## src/rtl/riscv_pkg.sv

```systemverilog
// riscv_pkg: shared load/store encodings, LSU state type and strobe constants
package riscv_pkg;
  localparam logic [2:0] F3_B  = 3'b000;
  localparam logic [2:0] F3_H  = 3'b001;
  localparam logic [2:0] F3_W  = 3'b010;
  localparam logic [2:0] F3_BU = 3'b100;
  localparam logic [2:0] F3_HU = 3'b101;
  localparam logic [3:0] STRB_NONE = 4'b0000;
  localparam logic [3:0] STRB_ALL  = 4'b1111;
  typedef enum logic [1:0] {LSU_IDLE, LSU_REQ, LSU_WAIT, LSU_DONE} lsu_state_e;
  // size code 00 = byte, 01 = halfword, anything else is treated as a word
  function automatic logic misaligned(input logic [1:0] sz, input logic [1:0] off);
    return (sz == 2'b00) ? 1'b0 : (sz == 2'b01) ? off[0] : (off != 2'b00);
  endfunction
endpackage

```

## src/rtl/load_extend.sv

```systemverilog
// load_extend: selects the addressed byte/halfword of a load word and sign/zero-extends it
module load_extend
  import riscv_pkg::*;
#(
  parameter int XLEN = 32
) (
  input  logic [2:0]      funct3_i,
  input  logic [1:0]      offset_i,
  input  logic [XLEN-1:0] word_i,
  output logic [XLEN-1:0] result_o
);
  logic [7:0]  b;
  logic [15:0] h;
  assign b = word_i[{offset_i, 3'b000} +: 8];
  assign h = word_i[{offset_i[1], 4'b0000} +: 16];
  assign result_o = (funct3_i == F3_B)  ? {{(XLEN-8){b[7]}}, b} :
                    (funct3_i == F3_BU) ? {{(XLEN-8){1'b0}}, b} :
                    (funct3_i == F3_H)  ? {{(XLEN-16){h[15]}}, h} :
                    (funct3_i == F3_HU) ? {{(XLEN-16){1'b0}}, h} : word_i;
endmodule

```

## src/rtl/mem_stage_lsu.sv

```systemverilog
// mem_stage_lsu: MEM stage running the dmem req/gnt/rvalid handshake, stalling upstream and producing writeback
module mem_stage_lsu
  import riscv_pkg::*;
#(
  parameter int XLEN    = 32,
  parameter int TIMEOUT = 255
) (
  input  logic            clk,
  input  logic            reset,
  input  logic [XLEN-1:0] G_in,
  input  logic [XLEN-1:0] Data_out_in,
  input  logic [3:0]      STRB_in,
  input  logic            MD_in,
  input  logic            MW_in,
  input  logic            RW_in,
  input  logic [4:0]      RD_in,
  input  logic [2:0]      funct3_in,
  output logic            dmem_req,
  output logic            dmem_we,
  output logic [XLEN-1:0] dmem_addr,
  output logic [XLEN-1:0] dmem_wdata,
  output logic [3:0]      dmem_wstrb,
  input  logic            dmem_gnt,
  input  logic            dmem_rvalid,
  input  logic [XLEN-1:0] dmem_rdata,
  output logic            stall_out,
  output logic [XLEN-1:0] wb_data,
  output logic [4:0]      wb_rd,
  output logic            wb_we,
  output logic            misalign_out,
  output logic            bus_err_out
);
  localparam int CW = (TIMEOUT < 1) ? 1 : $clog2(TIMEOUT + 1);
  lsu_state_e      state_q, state_d;
  logic [CW-1:0]   cnt_q, cnt_d;
  logic [XLEN-1:0] rdata_q, rdata_d;
  logic            err_q, err_d;
  logic            idle, done, mem_op, is_load, mis, start, tmo;
  logic [XLEN-1:0] ext;
  assign idle    = (state_q == LSU_IDLE);
  assign done    = (state_q == LSU_DONE);
  assign mem_op  = MD_in | MW_in;
  assign is_load = MD_in & ~MW_in;
  assign mis     = misaligned(funct3_in[1:0], G_in[1:0]);
  // reset gates the start term so stall drops while reset is held, even with a memory op present
  assign start   = idle & reset & mem_op & ~mis;
  assign tmo     = (TIMEOUT != 0) && (cnt_q == CW'(TIMEOUT - 1));
  load_extend #(.XLEN(XLEN)) u_ext (
    .funct3_i (funct3_in),
    .offset_i (G_in[1:0]),
    .word_i   (rdata_q),
    .result_o (ext)
  );
  // next state, wait counter, response capture and timeout abort
  always_comb begin
    state_d     = state_q;
    cnt_d       = cnt_q;
    rdata_d     = rdata_q;
    err_d       = err_q;
    bus_err_out = 1'b0;
    case (state_q)
      LSU_IDLE: if (start) begin
        state_d = LSU_REQ;
        cnt_d   = '0;
        err_d   = 1'b0;
      end
      LSU_REQ: if (dmem_gnt && dmem_rvalid) begin
        state_d = LSU_DONE;
        rdata_d = dmem_rdata;
      end else if (dmem_gnt) begin
        state_d = LSU_WAIT;
        cnt_d   = '0;
      end else if (tmo) begin
        state_d     = LSU_DONE;
        err_d       = 1'b1;
        bus_err_out = 1'b1;
      end else cnt_d = cnt_q + CW'(1);
      LSU_WAIT: if (dmem_rvalid) begin
        state_d = LSU_DONE;
        rdata_d = dmem_rdata;
      end else if (tmo) begin
        state_d     = LSU_DONE;
        err_d       = 1'b1;
        bus_err_out = 1'b1;
      end else cnt_d = cnt_q + CW'(1);
      default: state_d = LSU_IDLE;
    endcase
  end
  // state registers, cleared asynchronously so an abandoned access drops at once
  always_ff @(posedge clk or negedge reset) begin
    if (!reset) begin
      state_q <= LSU_IDLE;
      cnt_q   <= '0;
      rdata_q <= '0;
      err_q   <= 1'b0;
    end else begin
      state_q <= state_d;
      cnt_q   <= cnt_d;
      rdata_q <= rdata_d;
      err_q   <= err_d;
    end
  end
  assign dmem_req     = (state_q == LSU_REQ);
  assign dmem_we      = dmem_req & MW_in;
  assign dmem_wstrb   = dmem_we ? STRB_in : STRB_NONE;
  assign dmem_addr    = {G_in[XLEN-1:2], 2'b00};
  assign dmem_wdata   = Data_out_in;
  assign stall_out    = start | dmem_req | (state_q == LSU_WAIT);
  assign misalign_out = idle & reset & mem_op & mis;
  assign wb_rd        = RD_in;
  assign wb_data      = done ? ext : G_in;
  assign wb_we        = idle ? (RW_in & ~mem_op) : done ? (RW_in & is_load & ~err_q) : 1'b0;
endmodule

```

## config.mk

```make
export PLATFORM = sky130hd
export DESIGN_NAME = mem_stage_lsu
export DESIGN_NICKNAME = d
export VERILOG_FILES = /design/src/rtl/riscv_pkg.sv /design/src/rtl/load_extend.sv /design/src/rtl/mem_stage_lsu.sv
export SDC_FILE = /design/constraint.sdc
export NUM_CORES = 1
export LEC_CHECK = 0
export CORE_MARGIN = 2
export CORE_UTILIZATION = 40
export DETAILED_ROUTE_END_ITERATION = 8
export PLACE_DENSITY = 0.86
export SLEW_MARGIN = 20
export SYNTH_ARGS = -nofsm -noshare
export SYNTH_HDL_FRONTEND = slang
export SYNTH_SLANG_ARGS = --single-unit
export TNS_END_PERCENT = 50
```

## constraint.sdc

```tcl
create_clock -name clk -period 4.3 [get_ports clk]
set_input_delay 0.645 -clock clk [delete_from_list [all_inputs] [get_ports clk]]
set_output_delay 0.645 -clock clk [all_outputs]
set_load 0.01 [all_outputs]
```

==> run metrics, run 1 <==
Yosys cell types=51; Sw Pwr=0.00110 W; CP Cell Sequence=clkdlybuf4s50_1 > mux4_2 > a31oi_4 > a21oi_1 > clkdlybuf4s50_1; number of synthesized flops with an enable pin=0; outcome=complete, no violations; layout cells sized above 1=13.0%; count leader, synth=buf_4; CTS Hold Bufs=0; post-route ant nets=0; clock power share=12.2%; crit path time final=3.83 ns; Starting Density=41.5%; clock buffer depth=2; total grt overflow=0; post-synth top area cell=dfrtp_1; largest net degree at the start of global routing=44; Int Pwr=0.00166 W; post-CTS sizing=0; Power Dens Cells=571 nW/µm²; CTS tree=yes; Sw Share=39.9%; # placed instances=593; # diodes=0; maximum vdd drop=0.344 mV; htree depth=2; die area=9910 µm²; WL final=11600 µm; CP most frequent cell=clkdlybuf4s50_1; setup bufs post-CTS=0; HPWL after DPL=9100 µm; Die Width=99.6 µm; initial antenna violation count=0; Synthesis Warnings=0; die extent in y=99.6 µm; Yosys reg bits=43; Clock transition at path regs=0.08 ns; fin crit share=89.1%; IO buf count=149; GRT Overall Usage=23.2%; DRT Pass-1 Iters=5; Max Cap Violations=0; final hold violations=0; worst-skew pair later-pin latency=0.29 ns; Post-Layout Inst Area=4820 µm²; Cell Rows=34; Slew headroom=52.4%; Mapped Area=3650 µm²; Max Clock Freq=261 MHz; Util after Layout=54.8%; Routability Congestion=0.881; Post-synth top cells=70 x buf_4, 43 x dfrtp_1, 41 x a21oi_1, 33 x mux2_2, 33 x nor2_1; critical path data arrival time=3.19 ns; fraction of registers with async set or reset after synthesis=100%; Seq/Total Area, Yosys=29.5%; share of the synthesized area in the top cell type=29.5%; Synth Flop Type=dfrtp_1; Crit path largest cell delay=0.80 ns; Layout area overhead=32.1%; DRC=0; Final Net Count=613; placed standard-cell area=4700 µm²; Crit-path slowest cell=clkdlybuf4s50_1; Fin Clk Skew=0.00415 ns; RSZ-0062 raised after global routing=no; Leak=1.96 nW; setup TNS=0 ns; share of power burned in registers=27.7%; clk sink count=43; CTS Buf Count=5; Slew Limit Fails=0; combinational share of power=60.1%; vias in the first global route=3442; Fillers=814; routed via count=3429; element type at the critical path start=input port; first-pass GRT wire length=18100 µm; io pins=226; critical path capture point type=primary output; WS Path Type=in2out; worst min-delay path category=in2async; Avg Synthesized Cell Area=8.68 µm²; CTS root buffer=clkbuf_8; core box area=8810 µm²; WP data required=3.65 ns; synthesized instance count=421; Design Power=0.00276 W; drt wl/cell=19.4 µm; Area contributors post-synth=dfrtp_1 29%, buf_4 14%, mux2_2 10%, a21oi_1 5.6%, o21ai_0 3.7%; slew of the pin with the lowest slew margin=0.714 ns; non-filler instance count after layout=601; Initial DRC Count=235; vias per cell=5.71; Worst Path Max Fanout=24; Setup violations, final=0
[sequential cells by signal, indices dropped and copies added (netlist names)]
register	cells
rdata_q	32
cnt_q	8
state_q	2
err_q	1
[placed cells by master, fill, tap and decap left out, types with 2 or more instances in the layout]
| master | count |
|---|---|
| nor2_1 | 33 |
| a22o_1 | 3 |
| and2_1 | 8 |
| conb_1 | 2 |
| inv_1 | 9 |
| a21o_1 | 9 |
| o2bb2ai_1 | 7 |
| o21ai_0 | 27 |
| nand4_1 | 2 |
| buf_4 | 9 |
| o32a_1 | 5 |
| nand2_1 | 5 |
| clkbuf_8 | 6 |
| a31oi_1 | 7 |
| nor2b_1 | 16 |
| a22oi_1 | 7 |
| dfrtp_1 | 43 |
| o21a_1 | 3 |
| nand3_1 | 3 |
| o31ai_1 | 4 |
| a221oi_1 | 2 |
| and3_1 | 8 |
| o21bai_1 | 8 |
| mux2i_1 | 2 |
| clkdlybuf4s50_1 | 148 |
| ha_1 | 6 |
| mux2_2 | 33 |
| a31o_2 | 6 |
| nor3_1 | 7 |
| nand2b_1 | 3 |
| a21oi_1 | 41 |
[path summary, 6_finish.rpt]
check | from | slack (ns) | endpoint | cells after the start
worst max-delay path | G_in[1] | 0.47 | wb_data[9] | 5
worst min-delay path | reset | 0.44 | err_q | 2
worst max register to register | state_q[1] | 2.00 | cnt_q[1] | 6
worst min register to register | rdata_q[10] | 0.54 | rdata_q[10] | 1
max in group asynchronous | reset | 3.48 | rdata_q[14] | 2
min in group clk | rdata_q[10] | 0.54 | rdata_q[10] | 1
[stage by stage]
step | setup WS [ns] | hold WS (ns)
final | 0.470 | 0.445
after global routing | 0.260 | 0.495
after CTS | 0.502 | 0.461
after detailed placement | 0.514 | 0.517
after global placement | 0.558 | 0.510
after floorplan | 1.90 | 0.349
[per-layer routing]
metal | part of all wire, % | vias to the layer above | global-route usage (%)
li1 | - | 1587 | -
met1 | 37 | 1654 | 27.0
met2 | 53 | 173 | 41.9
met3 | 8.9 | 15 | 6.75
met4 | 1.3 | 0 | 5.27
met5 | 0 | - | 0
[power by group through the flow]
stage | clock [W] | sequential (W) | combinational (W)
after global routing | 0.000363 | 0.000782 | 0.00180
after global placement | 0 | 0.000759 | 0.00161
after detailed placement | 0 | 0.000767 | 0.00166
final | 0.000337 | 0.000763 | 0.00166
after CTS | 0.000346 | 0.000759 | 0.00166
after floorplan | 0 | 0.000695 | 0.00115
[critical path: cells and delay by family]
family / cells / cell delay (ns)
buf+inv: 2 / 1.33
mux: 1 / 0.42
compound gates: 2 / 0.78
[cell type report]
class / count / area, µm² / area share [%]
clock buffers: 6 / 82.6 / 1.71
clock inverters: 2 / 38.8 / 0.804
inverters: 10 / 37.5 / 0.778
multi-input cells: 274 / 1900 / 39.4
flip-flops and latches: 43 / 1080 / 22.3
well taps: 108 / 135 / 2.80
repair buffers: 158 / 1550 / 32.2
[logic make-up (layout without fill, tap and decap cells)]
| logic type | Yosys count | after routing | share of synthesized area [%] |
|---|---|---|---|
| mux | 37 | 37 | 11.6 |
| flops | 43 | 43 | 29.5 |
| simple gates | 88 | 88 | 12.2 |
| fa+ha+maj | 6 | 6 | 2.06 |
| compound gates | 141 | 141 | 26.0 |
| buf+inv | 105 | 176 | 18.6 |
| other cells | 1 | 2 | 0.103 |
(Power assumes the default switching activity.)
==> run 2: changes to the inputs <==
--- a/config.mk
+++ b/config.mk
@@ -5,10 +5,12 @@
 export SDC_FILE = /design/constraint.sdc
 export NUM_CORES = 1
 export LEC_CHECK = 0
+export CELL_PAD_IN_SITES_DETAIL_PLACEMENT = 1
+export CELL_PAD_IN_SITES_GLOBAL_PLACEMENT = 2
 export CORE_MARGIN = 2
-export CORE_UTILIZATION = 40
+export CORE_UTILIZATION = 21
 export DETAILED_ROUTE_END_ITERATION = 8
-export PLACE_DENSITY = 0.86
+export PLACE_DENSITY_LB_ADDON = 0.1
 export SLEW_MARGIN = 20
 export SYNTH_ARGS = -nofsm -noshare
 export SYNTH_HDL_FRONTEND = slang
==> run 2 against run 1 <==
- clock skew rose by 0.0037 ns
- total power rose by 5.1%
- register-to-register slack got worse by 0.09 ns
- sequential share of layout area fell by 0.88 points
- via count fell by 3.6%
- critical path depth did not move
- cell count rose by 20%
- combinational power barely moved
- critical path type unchanged
==> run metrics, run 2 (synthesized netlist as in run 1, its figures left out) <==
outcome=complete, no violations; Layout area overhead=37.5%; die area=18500 µm² (+86%); CP Cell Sequence=clkdlybuf4s50_1 > mux4_2 > a31oi_4 > a21oi_1 > clkdlybuf4s50_1; clk sink count=43 (unchanged); most frequent cells in the layout=148 x clkdlybuf4s50_1, 43 x dfrtp_1, 41 x a21oi_1, 33 x nor2_1, 33 x mux2_2; Final Net Count=615 (+0.33%); Design Power=0.00290 W (+5.1%); DRT Pass-1 Iters=4 (-1); routed via count=3304 (-3.6%); Initial DRC Count=101 (-57%); # diodes=0 (unchanged); # placed instances=712 (+20%); io pins=226 (unchanged); Post-Layout Inst Area=5020 µm² (+4.1%); setup TNS=0 ns (unchanged); CTS Buf Count=5 (unchanged); final hold violations=0 (unchanged); Largest register FFs=32 (unchanged); vias in the first global route=3444 (+0.058%); Crit path largest cell delay=0.71 ns (-0.09 ns); CTS root buffer=clkbuf_16; core box area=17200 µm² (+95%); CP most frequent cell=clkdlybuf4s50_1; Worst Path Max Fanout=24 (unchanged); Max Clock Freq=267 MHz (+2.3%); Leak=1.98 nW (+1.3%); CTS tree=yes; placed standard-cell area=4860 µm² (+3.4%); setup bufs post-CTS=0 (unchanged); drt wl/cell=19.3 µm (-0.56%); Max Cap Violations=0 (unchanged); critical path data arrival time=3.10 ns (-0.09 ns); Clock transition at path regs=0.06 ns (-0.02 ns); worst min-delay path category=reg2reg; layout cells sized above 1=13.0% (-0.026 points); fin crit share=87.0% (-2.0 points); WL final=13900 µm (+19%); CTS Hold Bufs=0 (unchanged); Die Width=136 µm (+36%); Final Hold Slack=0.545 ns (+0.0999 ns); total grt overflow=0 (unchanged); Setup violations, final=0 (unchanged); critical path capture point type=primary output; post-route ant nets=0 (unchanged); Largest Register=rdata_q; WS Path Type=in2out; DRC=0 (unchanged); Cell Rows=48 (+41%); element type at the critical path start=input port; clock buffer depth=2 (unchanged); slew of the pin with the lowest slew margin=0.850 ns (+0.135 ns); commonest non-fill, non-tap cell in the layout=clkdlybuf4s50_1; post-CTS sizing=0 (unchanged); Power Dens Cells=577 nW/µm² (+0.94%); initial antenna violation count=0 (unchanged); worst-skew pair later-pin latency=0.29 ns (about the same); Largest regs=rdata_q (32), cnt_q (8), state_q (2); crit path time final=3.74 ns (-0.0876 ns); largest net degree at the start of global routing=44 (unchanged); Routability Congestion=0.745 (-15%); first-pass GRT wire length=20800 µm (+15%); htree depth=2 (unchanged); Starting Density=21.3% (-20 points); Slew headroom=43.3% (-9.0 points); maximum vdd drop=0.233 mV (-32%); IO buf count=149 (unchanged); Fin Clk Skew=0.00783 ns (+0.00368 ns); Slew Limit Fails=0 (unchanged); RSZ-0062 raised after global routing=no; non-filler instance count after layout=719 (+20%); vias per cell=4.60 (-19%); die extent in y=136 µm (+36%); Crit-path slowest cell=a31oi_4; GRT Overall Usage=14.8% (-8.4 points); WP data required=3.65 ns (about the same); HPWL after DPL=10400 µm (+14%)
[run 2: layout make-up]
cell class / instances / area (µm²)
Inverter: 10 / 37.5
Clock inverter: 1 / 30.0
Sequential cell: 43 / 1080
Multi-Input combinational cell: 274 / 1900
Timing Repair Buffer: 160 / 1570
Tap cell: 225 / 282
Clock buffer: 6 / 129
Fill cell: 1982 / 12200
[run 2: layer usage]
metal  GRT usage [%]  vias to the layer above  share of wire, %
met5               0                        -                 0
met2            25.1                       99                49
met1            19.6                     1602                45
met4            3.36                        0               1.1
met3            2.72                       20               5.0
li1                -                     1583                 -
[run 2: power breakdown]
group / switching (W) / leakage (nW) / internal, W
clock: 0.000156 / 0.0769 / 0.000271
combinational: 0.000796 / 1.38 / 0.000881
sequential: 0.000208 / 0.524 / 0.000586
[run 2: worst max-delay path, delay by kind of cell]
kind | cells | cell delay [ns]
buffers and inverters | 2 | 1.04
AOI/OAI and AO/OA | 2 | 0.85
muxes | 1 | 0.55
[run 2: final timing paths]
check / start / to / slack [ns] / depth (start not counted)
min in group asynchronous: reset / rdata_q[17] / 0.58 / 2
worst min-delay path: rdata_q[2] / rdata_q[2] / 0.54 / 1
worst max register to register: state_q[1] / cnt_q[1] / 1.91 / 6
worst max-delay path: G_in[0] / wb_data[24] / 0.56 / 5
worst min register to register: rdata_q[2] / rdata_q[2] / 0.54 / 1
max in group asynchronous: reset / rdata_q[12] / 3.30 / 2
[run 2: stage by stage]
step / setup slack (ns) / util [%]
6_report: 0.558 / 29.2
5_1_grt: 0.378 / 29.2
4_1_cts: 0.499 / 29.2
3_5_place_dp: 0.509 / 28.3
3_3_place_gp: 0.561 / 28.3
2_1_floorplan: 1.90 / -
==> run 3: changes to the inputs <==
--- a/config.mk
+++ b/config.mk
@@ -11,7 +11,7 @@
 export CORE_UTILIZATION = 21
 export DETAILED_ROUTE_END_ITERATION = 8
 export PLACE_DENSITY_LB_ADDON = 0.1
-export SLEW_MARGIN = 20
+export SKIP_LAST_GASP = 1
 export SYNTH_ARGS = -nofsm -noshare
 export SYNTH_HDL_FRONTEND = slang
 export SYNTH_SLANG_ARGS = --single-unit
==> results of run 3 <==
The final DEF is identical to that of run 2; final timing and power are the same.
